**config.mk**
```make
export PLATFORM = sky130hd
export DESIGN_NAME = pc_exception_unit
export DESIGN_NICKNAME = d
export VERILOG_FILES = /design/src/rtl/cpu_pkg.sv /design/src/rtl/branch_cond.sv /design/src/rtl/pc_exception_unit.sv
export SDC_FILE = /design/constraint.sdc
export NUM_CORES = 1
export LEC_CHECK = 0
export BUFFER_PORTS_ARGS = -buffer_cell sky130_fd_sc_hd__buf_2
export CAP_MARGIN = 20
export CORE_MARGIN = 4
export CORE_UTILIZATION = 48
export CTS_CLUSTER_DIAMETER = 30
export DETAILED_ROUTE_END_ITERATION = 10
export PLACE_DENSITY_LB_ADDON = 0.05
export SLEW_MARGIN = 20
export SYNTH_ARGS = -nofsm -noshare
export SYNTH_HDL_FRONTEND = slang
export SYNTH_SLANG_ARGS = --single-unit
export TNS_END_PERCENT = 5
```
**constraint.sdc**
```tcl
create_clock -name clk -period 2.7 [get_ports clk]
set_input_delay 0.135 -clock clk [delete_from_list [all_inputs] [get_ports clk]]
set_output_delay 0.135 -clock clk [all_outputs]
set_load 0.005 [all_outputs]
```
**src/rtl/cpu_pkg.sv**
```systemverilog
// rtl/cpu_pkg.sv - shared state, branch, cause and vector constants for the PC/exception stage
package cpu_pkg;

    typedef enum logic [1:0] {
        IDLE = 2'd0,
        SAVE = 2'd1,
        WAIT = 2'd2,
        LOAD = 2'd3
    } exc_state_t;

    localparam logic [1:0] BR_BEQ = 2'b00;
    localparam logic [1:0] BR_BNE = 2'b01;
    localparam logic [1:0] BR_BGT = 2'b10;
    localparam logic [1:0] BR_BLE = 2'b11;

    localparam logic [1:0] CAUSE_NONE   = 2'b00;
    localparam logic [1:0] CAUSE_OPCODE = 2'b01;
    localparam logic [1:0] CAUSE_OVF    = 2'b10;
    localparam logic [1:0] CAUSE_DIV0   = 2'b11;

    localparam logic [31:0] DEF_VEC_OPCODE = 32'd253;
    localparam logic [31:0] DEF_VEC_OVF    = 32'd254;
    localparam logic [31:0] DEF_VEC_DIV0   = 32'd255;

    // Priority encode simultaneous exception pulses: opcode > overflow > div0.
    function automatic logic [1:0] exc_cause_of(input logic opcode, input logic overflow,
                                                input logic div0);
        if (opcode)
            return CAUSE_OPCODE;
        else if (overflow)
            return CAUSE_OVF;
        else if (div0)
            return CAUSE_DIV0;
        else
            return CAUSE_NONE;
    endfunction

endpackage

```
**src/rtl/branch_cond.sv**
```systemverilog
// rtl/branch_cond.sv - combinational branch condition from branch_type and ALU flags
module branch_cond
    import cpu_pkg::*;
(
    input  logic [1:0] branch_type,
    input  logic       alu_zero,
    input  logic       alu_gt,
    output logic       cond
);

    always_comb begin
        cond = 1'b0;
        case (branch_type)
            BR_BEQ:  cond = alu_zero;
            BR_BNE:  cond = !alu_zero;
            BR_BGT:  cond = alu_gt;
            BR_BLE:  cond = !alu_gt;
            default: cond = 1'b0;
        endcase
    end

endmodule

```
**src/rtl/pc_exception_unit.sv**
```systemverilog
// rtl/pc_exception_unit.sv - PC/EPC registers and exception entry sequencer; optional EXC_CAUSE_EN adds exc_cause
module pc_exception_unit
    import cpu_pkg::*;
#(
    parameter logic [31:0] RESET_PC   = 32'h0000_0000,
    parameter int          MEM_LAT    = 1,
    parameter logic [31:0] VEC_OPCODE = DEF_VEC_OPCODE,
    parameter logic [31:0] VEC_OVF    = DEF_VEC_OVF,
    parameter logic [31:0] VEC_DIV0   = DEF_VEC_DIV0
)
(
    input  logic        clk,
    input  logic        reset,
    input  logic [31:0] pc_next,
    input  logic        pc_write,
    input  logic        pc_write_cond,
    input  logic [1:0]  branch_type,
    input  logic        alu_zero,
    input  logic        alu_gt,
    input  logic        exc_opcode,
    input  logic        exc_overflow,
    input  logic        exc_div0,
    input  logic [7:0]  mem_byte,
    output logic [31:0] pc,
    output logic [31:0] epc,
    output logic        exc_busy,
    output logic        exc_mem_req,
    output logic [31:0] exc_mem_addr
`ifdef EXC_CAUSE_EN
    ,
    output logic [1:0]  exc_cause
`endif
);

    exc_state_t  state;
    exc_state_t  state_next;
    logic [3:0]  wait_cnt;
    logic        cond;
    logic        exc_any;
    logic [1:0]  cause_now;
    logic [31:0] vec_now;

    branch_cond u_branch_cond (
        .branch_type (branch_type),
        .alu_zero    (alu_zero),
        .alu_gt      (alu_gt),
        .cond        (cond)
    );

    assign exc_any   = exc_opcode | exc_overflow | exc_div0;
    assign cause_now = exc_cause_of(exc_opcode, exc_overflow, exc_div0);
    assign exc_busy  = (state != IDLE);

    always_comb begin
        vec_now = VEC_DIV0;
        case (cause_now)
            CAUSE_OPCODE: vec_now = VEC_OPCODE;
            CAUSE_OVF:    vec_now = VEC_OVF;
            default:      vec_now = VEC_DIV0;
        endcase
    end

    always_comb begin
        state_next = state;
        case (state)
            IDLE:    if (exc_any) state_next = SAVE;
            SAVE:    state_next = WAIT;
            WAIT:    if (wait_cnt == 4'd1) state_next = LOAD;
            LOAD:    state_next = IDLE;
            default: state_next = IDLE;
        endcase
    end

    always_ff @(posedge clk or posedge reset) begin
        if (reset)
            state <= IDLE;
        else
            state <= state_next;
    end

    // Request/address are set on the IDLE->SAVE edge so they read as Moore outputs of SAVE/WAIT.
    always_ff @(posedge clk or posedge reset) begin
        if (reset) begin
            pc           <= RESET_PC;
            epc          <= 32'd0;
            wait_cnt     <= 4'd0;
            exc_mem_req  <= 1'b0;
            exc_mem_addr <= 32'd0;
        end else begin
            case (state)
                IDLE: begin
                    if (exc_any) begin
                        exc_mem_req  <= 1'b1;
                        exc_mem_addr <= vec_now;
                    end else if (pc_write | (pc_write_cond & cond)) begin
                        pc <= pc_next;
                    end
                end
                SAVE: begin
                    epc      <= pc - 32'd4;
                    wait_cnt <= 4'(MEM_LAT);
                end
                WAIT: begin
                    if (wait_cnt == 4'd1) begin
                        wait_cnt    <= 4'd0;
                        exc_mem_req <= 1'b0;
                    end else begin
                        wait_cnt <= wait_cnt - 4'd1;
                    end
                end
                LOAD: begin
                    pc <= {24'b0, mem_byte};
                end
                default: begin
                end
            endcase
        end
    end

`ifdef EXC_CAUSE_EN
    always_ff @(posedge clk or posedge reset) begin
        if (reset)
            exc_cause <= CAUSE_NONE;
        else if (state == IDLE && exc_any)
            exc_cause <= cause_now;
    end
`endif

endmodule
```
**Word level (Yosys, flattened, before mapping)**

Cells that the tools add are included.
W data, S select, Z words.

- Equality and inequality tests: 13
- Reductions and logical operators: 12
- Add/subtract/negate cells: 2
- Bitwise gates (word level): 4
- Multiplexer cells: 16

Operators by type and width:

| cell | count |
|---|---|
| $mux W32 | 2 |
| $pmux W32 S2 | 1 |
| $sub A32 B3 Y32 const B | 1 |
| $eq A2 B2 Y1 const B | 5 |
| $mux W2 | 5 |
| $ne A2 B2 Y1 const B | 4 |
| $pmux W2 S4 | 1 |
| $pmux W4 S2 | 1 |
| $reduce_bool A2 Y1 | 4 |
| $eq A2 B1 Y1 const B | 3 |
| $reduce_and A3 Y1 | 2 |
| $eq A4 B1 Y1 const B | 1 |
| $logic_not A2 Y1 | 2 |
| $mux W4 | 1 |
| $pmux W1 S4 | 1 |
| $pmux W2 S2 | 1 |
| $reduce_and A2 Y1 | 2 |
| $sub A4 B1 Y4 const B | 1 |
| $or A1 B1 Y1 | 3 |
| $logic_not A1 Y1 | 2 |
| $mux W1 | 2 |
| $pmux W1 S2 | 1 |
| $and A1 B1 Y1 | 1 |

- Logic and storage cells: 53
- Register bits after elaboration: 103

**Longest topological paths before layout**

Gate-level depths: netlist (run 1).

- Depth after elaboration: 7
- Gate-level depth with buffers: 7
- Depth with buffers taken out: 7

**By module**

From an unflattened synthesis (run 1), not the netlist that was laid out.

- Cell total of the unflattened synthesis: 368
- Area total of the unflattened synthesis: 3738.6 um2

Modules (own cells, without submodules):

| module | times used | cells an instance | area an instance (um2) | sequential area each (um2) |
|---|---|---|---|---|
| pc_exception_unit | 1 | 366 | 3719.8 | 1851.8 |
| branch_cond | 1 | 2 | 18.8 | 0.0 |

**Worst setup path after synthesis (run 1)**

No wires, ideal clock.

- Path type: register -> register
- Start point: reg pc[19]
- End point: reg epc[31]
- Data arrival time: 1.976 ns
- Library setup time: 0.082 ns
- Slack: 0.642 ns
- Buffers on the path: 0
- Required time: 2.618 ns
- Cell stages (with the launch flop): 6
- Cells stage by stage: dfrtp_1 nor4_2 nand4_1 or4_4 or4_1 a31oi_1

- Cells in the longest elaborated chain, start to end: 1

Ends and longest elaborated chain:

| what | line | source |
|---|---|---|
| start, declared | pc_exception_unit.sv:24 | `output logic [31:0] pc,` |
| start signal, assigned | pc_exception_unit.sv:96 | `pc <= pc_next;` |
| start signal, assigned | pc_exception_unit.sv:112 | `pc <= {24'b0, mem_byte};` |
| $sub A32 B3 Y32 | pc_exception_unit.sv:100 | `epc <= pc - 32'd4;` |
| end signal, assigned | pc_exception_unit.sv:100 |  |
| end, declared | pc_exception_unit.sv:25 | `output logic [31:0] epc,` |

Every way passes these cells.
A chain may end at the register's enable or synchronous reset.

**Worst setup path after layout (run 1)**

- Start point: reg pc[15]
- End point: reg epc[31]

The elaborated chain is that of the path after synthesis.

==> results of run 1 <==
[layer usage]
metal	up-vias	GRT usage, %	share of wire, %
met5	-	0	0
li1	1445	-	-
met1	1389	25.7	41
met2	99	33.1	51
met4	0	5.41	1.0
met3	7	4.97	6.8
[cell usage in the layout (no fill, tap or decap), types with 5 or more instances in the layout]
cell           netlist  layout
buf_2                1     124
dfrtp_1             74      74
nor2_1              44      44
a21oi_1             24      24
a22o_1              24      24
conb_1               1      24
dlygate4sd3_1        0      20
xnor2_1             18      18
mux2_2              13      13
nand2_1             11      11
clkbuf_8             0      10
inv_1               10       9
nor3_1               7       7
o21ai_0              7       7
ha_1                 8       7
mux2i_1              6       6
nor4_1               6       6
xor2_1               6       6
buf_4               29       6
a31oi_1              5       5
[cell families after synthesis]
group	synth area share (%)
XOR/XNOR	5.74
other	0.102
multiplexers	6.25
AO/OA/AOI/OAI	13.3
AND/OR/NAND/NOR	12.8
buffers and inverters	8.54
flip-flops	50.6
adder cells (fa/ha/maj)	2.73
[flip-flops by register name, indices dropped and copies added (netlist names)]
name and count:
wait_cnt 4, epc 32, pc 32, exc_mem_addr 3, state 2, exc_mem_req 1
[final cells by class]
type                       count  share of cell area [%]
sequential                    74                    39.1
multi-input combinational    240                    33.6
timing repair buffer         151                    18.7
clock buffer                  10                    2.90
tap                           99                    2.61
clock inverter                 6                    2.35
inverter                      10                   0.844
[worst reg2reg max path: stages (launching register included)]
cell and delay [ps]:
dfrtp_1 470, nor4_2 400, nand4_1 220, or4_4 480
or4_1 410, a31oi_1 180
[power by group]
group          switching (mW)  internal [mW]  total, mW
clock network           0.417          0.641       1.06
registers               0.447           1.59       2.04
logic                    1.19           1.13       2.32
[repair_timing]
item	4_1_cts	5_1_grt
hold endpoints to repair	19	33
hold buffers	19	1
buffers inserted	0	0
[stage by stage]
| step | power [mW] | worst slack, ps | area, µm² |
|---|---|---|---|
| 3_5_place_dp | 4.38 | 468 | 4290 |
| 5_1_grt | 5.87 | 287 | 4740 |
| 4_1_cts | 5.48 | 451 | 4730 |
| 6_report | 5.42 | 465 | 4740 |
| 3_3_place_gp | 4.31 | 535 | 4290 |
| 2_1_floorplan | 3.50 | 642 | 3750 |
[how the worst max path moves through the flow]
stage | from | end | slack [ps] | cells after the start
2_1_floorplan | pc[19] | epc[31] | 640 | 5
3_3_place_gp | pc[15] | epc[31] | 540 | 5
3_5_place_dp | pc[15] | epc[31] | 470 | 5
4_1_cts | pc[15] | epc[31] | 450 | 5
5_1_grt | pc[2] | epc[18] | 290 | 8
6_report | pc[15] | epc[31] | 470 | 5
==> flow_metrics.tcl, run 1 <==
set metrics [dict create \
    synth_area_leaders "dfrtp_1 (51%), buf_4 (5.9%), a22o_1 (5.7%)" \
    slew_viol_final 0 \
    crit_buf_inv 0 \
    die_area_mm2 0.00909 \
    dp_hpwl_um 6230 \
    grt_max_degree 61 \
    netlist_area_mm2 0.00366 \
    multi_input_area_mm2 0.00159 \
    drtIter0Drc 128 \
    rr_worst_depth 5 \
    crit_path_max_incr_delay_ps 480 \
    vdd_drop_max_uv 612 \
    start_kind "flop" \
    drive_gt1_share_pct 34.0 \
    cts.reportedPaths.clkPinSlew_ps 80 \
    tritoncts "done" \
    synth_edf_count 0 \
    worstHoldPathType "in2reg" \
    slowest_stage "or4_4" \
    grt_pass1_wl_um 13800 \
    yosys.area.top_type "dfrtp_1" \
    worstPathRequired_ps 2960 \
    num_rows 31 \
    start_util_pct 50.0 \
    rsz0062_at_grt "false" \
    detail-route-antenna-nets 0 \
    synth.distinct_cells 41 \
    slew_headroom_pct 51.1 \
    die_y_um 95.4 \
    drt_pass1_iterations 4 \
    stdcell_count 590 \
    cts-root-buf "clkbuf_8" \
    antenna_found_initial 0 \
    io_pins 149 \
    maxCapViolCount 0 \
    clk_latency_ps 340 \
    port_buffers 124 \
    hp-start "pc_next[30]" \
    hold_ws_ps 9.33 \
    cp_cell_sequence "nor4_2 -> nand4_1 -> or4_4 -> or4_1 -> a31oi_1" \
    reg2reg_slack_ps 470 \
    cts.sinks 74 \
    syn_inst 345 \
    cts_resized 0 \
    synth_common_cells "dfrtp_1 (74), nor2_1 (44), buf_4 (29), a21oi_1 (24), a22o_1 (24)" \
    fp.dieW_um 95.4 \
    fillers 626 \
    async_flop_share_pct 100 \
    final_util_pct 64.7 \
    flow.area_growth_from_synthesis_pct 29.5 \
    path_max_fanout 8 \
    drt-vias-per-instance 4.98 \
    setup_tns_ps 0 \
    seqCellArea_mm2 0.00185 \
    avgSynthCellArea_um2 10.6 \
    synth_seq_area_share_pct 50.6 \
    grt_overflow 0 \
    cts_buffers 9 \
    grtUsageTotal_pct 19.9 \
    fin_crit_ps 2230 \
    reg2reg_to "epc[31]" \
    holdPathEnd "pc[30]" \
    yosys_warnings 0 \
    timing_worst_setup_path_type "reg2reg" \
    grt_pass1_vias 2830 \
    gp_congestion 0.772 \
    fin_crit_sh_pct 82.8 \
    leakage_nw 2.33 \
    path_delay_family "simple AND/OR/NAND/NOR gates" \
    synth.most_common_cell "dfrtp_1" \
    fmax_mhz 447 \
    cellPowerDensity_mw_per_mm2 1140 \
    synth_seq_cells 74 \
    setup_viol 0 \
    placed_cells_incl_taps 554 \
    synth_top_area_share_pct 50.6 \
    status "finished, final reports clean" \
    wl_per_cell_um 14.8 \
    antenna_cells 0 \
    hold_viol 0 \
    htreeDepth 3 \
    cp.arrival_ps 2500 \
    tightest_slew_ps 734 \
    vias 2940 \
    whs_path_depth 2 \
    coreArea_mm2 0.00733 \
    cp-end-kind "flop" \
    ys.flop_type "dfrtp_1" \
    drt-total-wl_um 8760 \
    r2r-start "pc[15]" \
    clk_path_buf_depth 2 \
    remaining_drc_errors 0 \
    num-nets-final 545 \
    clock_skew_ps 12.0 \
]
Power figures use the tool's default switching activity.
==> run 2: changes to the inputs <==
- CORE_UTILIZATION: 48 -> 44
- clock period: 2.7 -> 1.9 ns (I/O delays scaled with it)
==> run 2 against run 1 <==
Effect of this change: the flow now finishes with violations (negative setup slack); cell area up 9.4%; die area is 8.3% higher; power is 55% higher; sequential share of layout area down 3.3 points; register-to-register slack worse by 560 ps; clock power rose by 27%; worst hold slack improved by 62 ps; maximum frequency grew 12%; final cell count grew 8.0%.
==> flow_metrics.tcl, run 2 (synthesis gave the netlist of run 1 again) <==
set metrics [dict create \
    status "complete, but fails checks" \
    violations "negative setup slack" \
    io_pins 149 \
    gp_congestion 0.746 \
    final_util_pct 63.4 \
    vdd_drop_max_uv 720 \
    cts-root-buf "clkbuf_8" \
    worstHoldPathType "in2reg" \
    grt_pass1_wl_um 15500 \
    clk_path_buf_depth 2 \
    final_cell_mix "buf_2 (124), dfrtp_1 (72), nor2_1 (43)" \
    grtUsageTotal_pct 19.7 \
    maxCapViolCount 0 \
    grt_pass1_vias 3146 \
    detail-route-antenna-nets 0 \
    port_buffers 124 \
    drt-vias-per-instance 4.91 \
    reg2reg_slack_ps -90 \
    antenna_cells 0 \
    cp-end-kind "flop" \
    fin_crit_sh_pct 105 \
    cp_cell_sequence "nor4_4 -> nand4_1 -> or4_4 -> or4_1 -> a31oi_1" \
    worstPathRequired_ps 2160 \
    clk_latency_ps 340 \
    start_util_pct 44.8 \
    fin_ws_ps -89.9 \
    die_y_um 99.2 \
    antenna_found_initial 0 \
    setup_viol 2 \
    grt_max_degree 75 \
    cts_buffers 9 \
    cts.sinks 74 \
    htreeDepth 3 \
    num_rows 33 \
    wl_per_cell_um 15.2 \
    coreArea_mm2 0.00818 \
    drt_pass1_iterations 4 \
    start_kind "flop" \
    drt-total-wl_um 9650 \
    slowest_stage "or4_4" \
    num-nets-final 586 \
    hold_viol 0 \
    slew_viol_final 0 \
    leakage_nw 2.56 \
    remaining_drc_errors 0 \
    fmax_mhz 503 \
    drtIter0Drc 100 \
    setup_tns_ps -91.8 \
    reg_top3 "epc (32), pc (32), wait_cnt (4)" \
    hold_ws_ps 71.4 \
    drive_gt1_share_pct 41.0 \
    cts.reportedPaths.clkPinSlew_ps 80 \
    rsz0062_at_grt "true" \
    grt_overflow 0 \
    die_area_mm2 0.00985 \
    fp.dieW_um 99.2 \
    flow.area_growth_from_synthesis_pct 41.6 \
    dp_hpwl_um 6760 \
    path_max_fanout 3 \
    vias 3130 \
    timing_worst_setup_path_type "reg2reg" \
    clock_skew_ps 11.5 \
    cp.arrival_ps 2250 \
    fin_crit_ps 1990 \
    tritoncts "done" \
    final_common_cell "buf_2" \
    cellPowerDensity_mw_per_mm2 1610 \
    crit_path_max_incr_delay_ps 440 \
]
run 2: cell types whose count changed in the layout (fill, tap and decap cells not counted), moves of 2 or more:
cell           before  now
buf_4               6   38
or4_1               4    2
nor3_1              7    2
nor4_4              1    6
buf_6               0    2
dfrtp_2             0    2
nor4_1              6    2
dlygate4sd3_1      20   26
dfrtp_1            74   72
or4_4               1    3
nor3_2              0    5
run 2: timing repair:
item	CTS	global route
setup endpoints to repair	7	22
gates resized for setup	5	18
endpoints found under the hold margin	99	0
hold buffers	26	0
buffers inserted	1	0
gates cloned	0	0
pin swaps	4	3
run 2: cell type report:
type / count / area [µm²]
inverter: 10 / 41.3
tap: 105 / 131
sequential: 74 / 1850
clock buffer: 11 / 141
multi-input combinational: 240 / 1710
fill: 714 / 2990
clock inverter: 5 / 78.8
timing repair buffer: 192 / 1230
run 2: worst paths after layout:
path,start,to,cells after the start
worst max-delay path,pc[22],epc[31],5
worst min-delay path,pc_next[2],pc[2],3
worst max register to register,pc[22],epc[31],5
min in group asynchronous,reset,epc[13],4
worst min register to register,exc_mem_addr[1],exc_mem_addr[1],2
max in group asynchronous,reset,pc[4],4
run 2: report_power, final:
part           internal [mW]  switching [mW]  total [mW]
logic                   2.15            2.07        4.22
registers               2.27           0.534        2.80
clock network          0.775           0.579        1.35
total                   5.19            3.18        8.37
run 2: metrics by stage:
step | cell area [µm²] | power [mW] | setup WS (ps) | cells
after detailed placement | 4580 | 6.74 | -151 | 594
after global placement | 4580 | 6.65 | -105 | 594
after global routing | 5190 | 9.04 | -205 | 637
after CTS | 5100 | 8.27 | -110 | 637
final | 5190 | 8.37 | -89.9 | 637
after floorplan | 3760 | 4.99 | -122 | 368
run 2: worst max-delay path: cells and delay by family (launching register included):
kind            cells  cell delay [ps]
compound gates      1              170
flops               1              410
simple gates        4             1320
run 2: per-layer routing:
metal / share of wire (%) / up-vias / GRT usage [%]
li1: - / 1524 / -
met1: 44 / 1509 / 25.7
met2: 49 / 90 / 32.7
met3: 5.9 / 7 / 5.19
met4: 0.77 / 0 / 4.94
met5: 0 / - / 0
==> run 3: changes to the inputs <==
- CELL_PAD_IN_SITES_DETAIL_PLACEMENT: unset -> 1
- CELL_PAD_IN_SITES_GLOBAL_PLACEMENT: unset -> 1
- CORE_UTILIZATION: 44 -> 33
==> run 3 against run 2 <==
Effect of this change: the flow still finishes with violations (negative setup slack); sequential share of layout area shrank 0.38 points; die area grew 30%; via count grew 2.0%; register-to-register slack is essentially flat; sequential cell count is the same; clock skew is essentially flat; global-route usage shrank 2.3 points; critical endpoint unchanged; sequential power is essentially flat; maximum frequency shrank 0.65%; cell area grew 1.1%; critical path depth is the same.
==> flow_metrics.tcl, run 3 (synthesis gave the netlist of run 1 again) <==
set metrics [dict create \
    status "complete, but fails checks" \
    violations "negative setup slack" \
    hp-start "pc_next[22]" \
    grtUsageTotal_pct 17.4 \
    cts.sinks 74 \
    slew_viol_final 0 \
    tritoncts "done" \
    cts_buffers 9 \
    drt-total-wl_um 10900 \
    drt_pass1_iterations 4 \
    r2r-start "pc[22]" \
    grt_pass1_vias 3425 \
    worstPathRequired_ps 2160 \
    antenna_cells 0 \
    clk_latency_ps 340 \
    cellPowerDensity_mw_per_mm2 1630 \
    io_pins 149 \
    fillers 1264 \
    rsz0062_at_grt "true" \
    seqCellArea_mm2 0.00185 \
    fmax_mhz 499 \
    path_max_fanout 3 \
    rr_worst_depth 5 \
    setup_viol 2 \
    dp_hpwl_um 7630 \
    multi_input_area_mm2 0.00170 \
    crit_start "pc[22]" \
    grt_pass1_wl_um 17700 \
    clock_skew_ps 11.4 \
    maxCapViolCount 0 \
    holdPathEnd "pc[22]" \
    cts-root-buf "clkbuf_8" \
    reg2reg_to "epc[31]" \
    fin_crit_sh_pct 105 \
    flow.area_growth_from_synthesis_pct 43.2 \
    vias 3194 \
    final_cell_mix "buf_2 (124), dfrtp_1 (72), nor2_1 (43)" \
    start_kind "flop" \
    coreArea_mm2 0.0108 \
    port_buffers 124 \
    leakage_nw 2.55 \
    cts.reportedPaths.clkPinSlew_ps 80 \
    timing_worst_setup_path_type "reg2reg" \
    fp.dieW_um 113 \
    detail-route-antenna-nets 0 \
    clk_path_buf_depth 2 \
    placed_cells_incl_taps 630 \
    gp_congestion 0.743 \
    reg_top3 "epc (32), pc (32), wait_cnt (4)" \
    die_y_um 113 \
    whs_path_depth 2 \
    grt_overflow 0 \
    fin_ws_ps -103 \
    drtIter0Drc 148 \
    setup_tns_ps -129 \
    num_rows 38 \
    num-nets-final 588 \
    drt-vias-per-instance 4.74 \
    pre_cts_ws_ps -167 \
    stdcell_count 674 \
    worstHoldPathType "in2reg" \
    drive_gt1_share_pct 41.6 \
    grt_max_degree 75 \
    die_area_mm2 0.0128 \
    vdd_drop_max_uv 567 \
    fin_crit_ps 2000 \
    cp.arrival_ps 2270 \
    final_common_cell "buf_2" \
    start_util_pct 33.8 \
    wl_per_cell_um 16.1 \
    antenna_found_initial 0 \
    reg2reg_slack_ps -100 \
    htreeDepth 3 \
    hold_viol 0 \
    remaining_drc_errors 0 \
    cp-end-kind "flop" \
]
-- run 3: layout make-up --
class / instances / share of cell area (%)
flip-flops and latches: 74 / 35.4
multi-input cells: 240 / 32.5
repair buffers: 194 / 23.9
well taps: 140 / 3.34
clock buffers: 11 / 2.70
clock inverters: 5 / 1.48
inverters: 10 / 0.788
-- run 3: repair_timing --
action,in CTS,in global routing
buffers inserted,2,2
gates resized for setup,5,17
endpoints found under the setup margin,7,45
hold buffers,24,0
hold endpoints to repair,97,0
pin swaps,8,4
-- run 3: how the worst max path moves through the flow --
stage	cells past startpoint	to	slack, ps
floorplan	5	epc[31]	-120
global placement	5	epc[31]	-130
detailed placement	5	epc[31]	-170
CTS	5	epc[31]	-100
global route	5	epc[31]	-190
finish	5	epc[31]	-100
-- run 3: per-stage QoR --
stage | hold WS [ps] | utilization [%] | power, mW | instance area [µm²]
after detailed placement | 250 | 42.8 | 6.94 | 4640
after floorplan | 205 | - | 4.99 | 3760
final | 19.4 | 48.4 | 8.56 | 5240
after CTS | 0.195 | 47.5 | 8.53 | 5150
after global placement | 242 | 42.8 | 6.83 | 4640
after global routing | 8.48 | 48.4 | 9.32 | 5240
-- run 3: report_power, final --
group / internal, mW / switching (mW) / leakage, nW
Sequential: 2.27 / 0.535 / 0.920
Clock: 0.772 / 0.587 / 0.109
Combinational: 2.21 / 2.18 / 1.53
Total: 5.25 / 3.30 / 2.55
-- run 3: layer usage --
layer	track usage (%)	up-vias	part of all wire, %
met4	4.57	0	1.2
met5	0	-	0
met1	21.1	1560	41
met3	4.76	11	6.2
li1	-	1527	-
met2	30.4	96	52
-- run 3: critical path, cell delays in order, from the launching register on --
cell,delay (ps)
dfrtp_1,420
nor4_4,330
nand4_1,180
or4_4,450
or4_1,410
a31oi_1,140
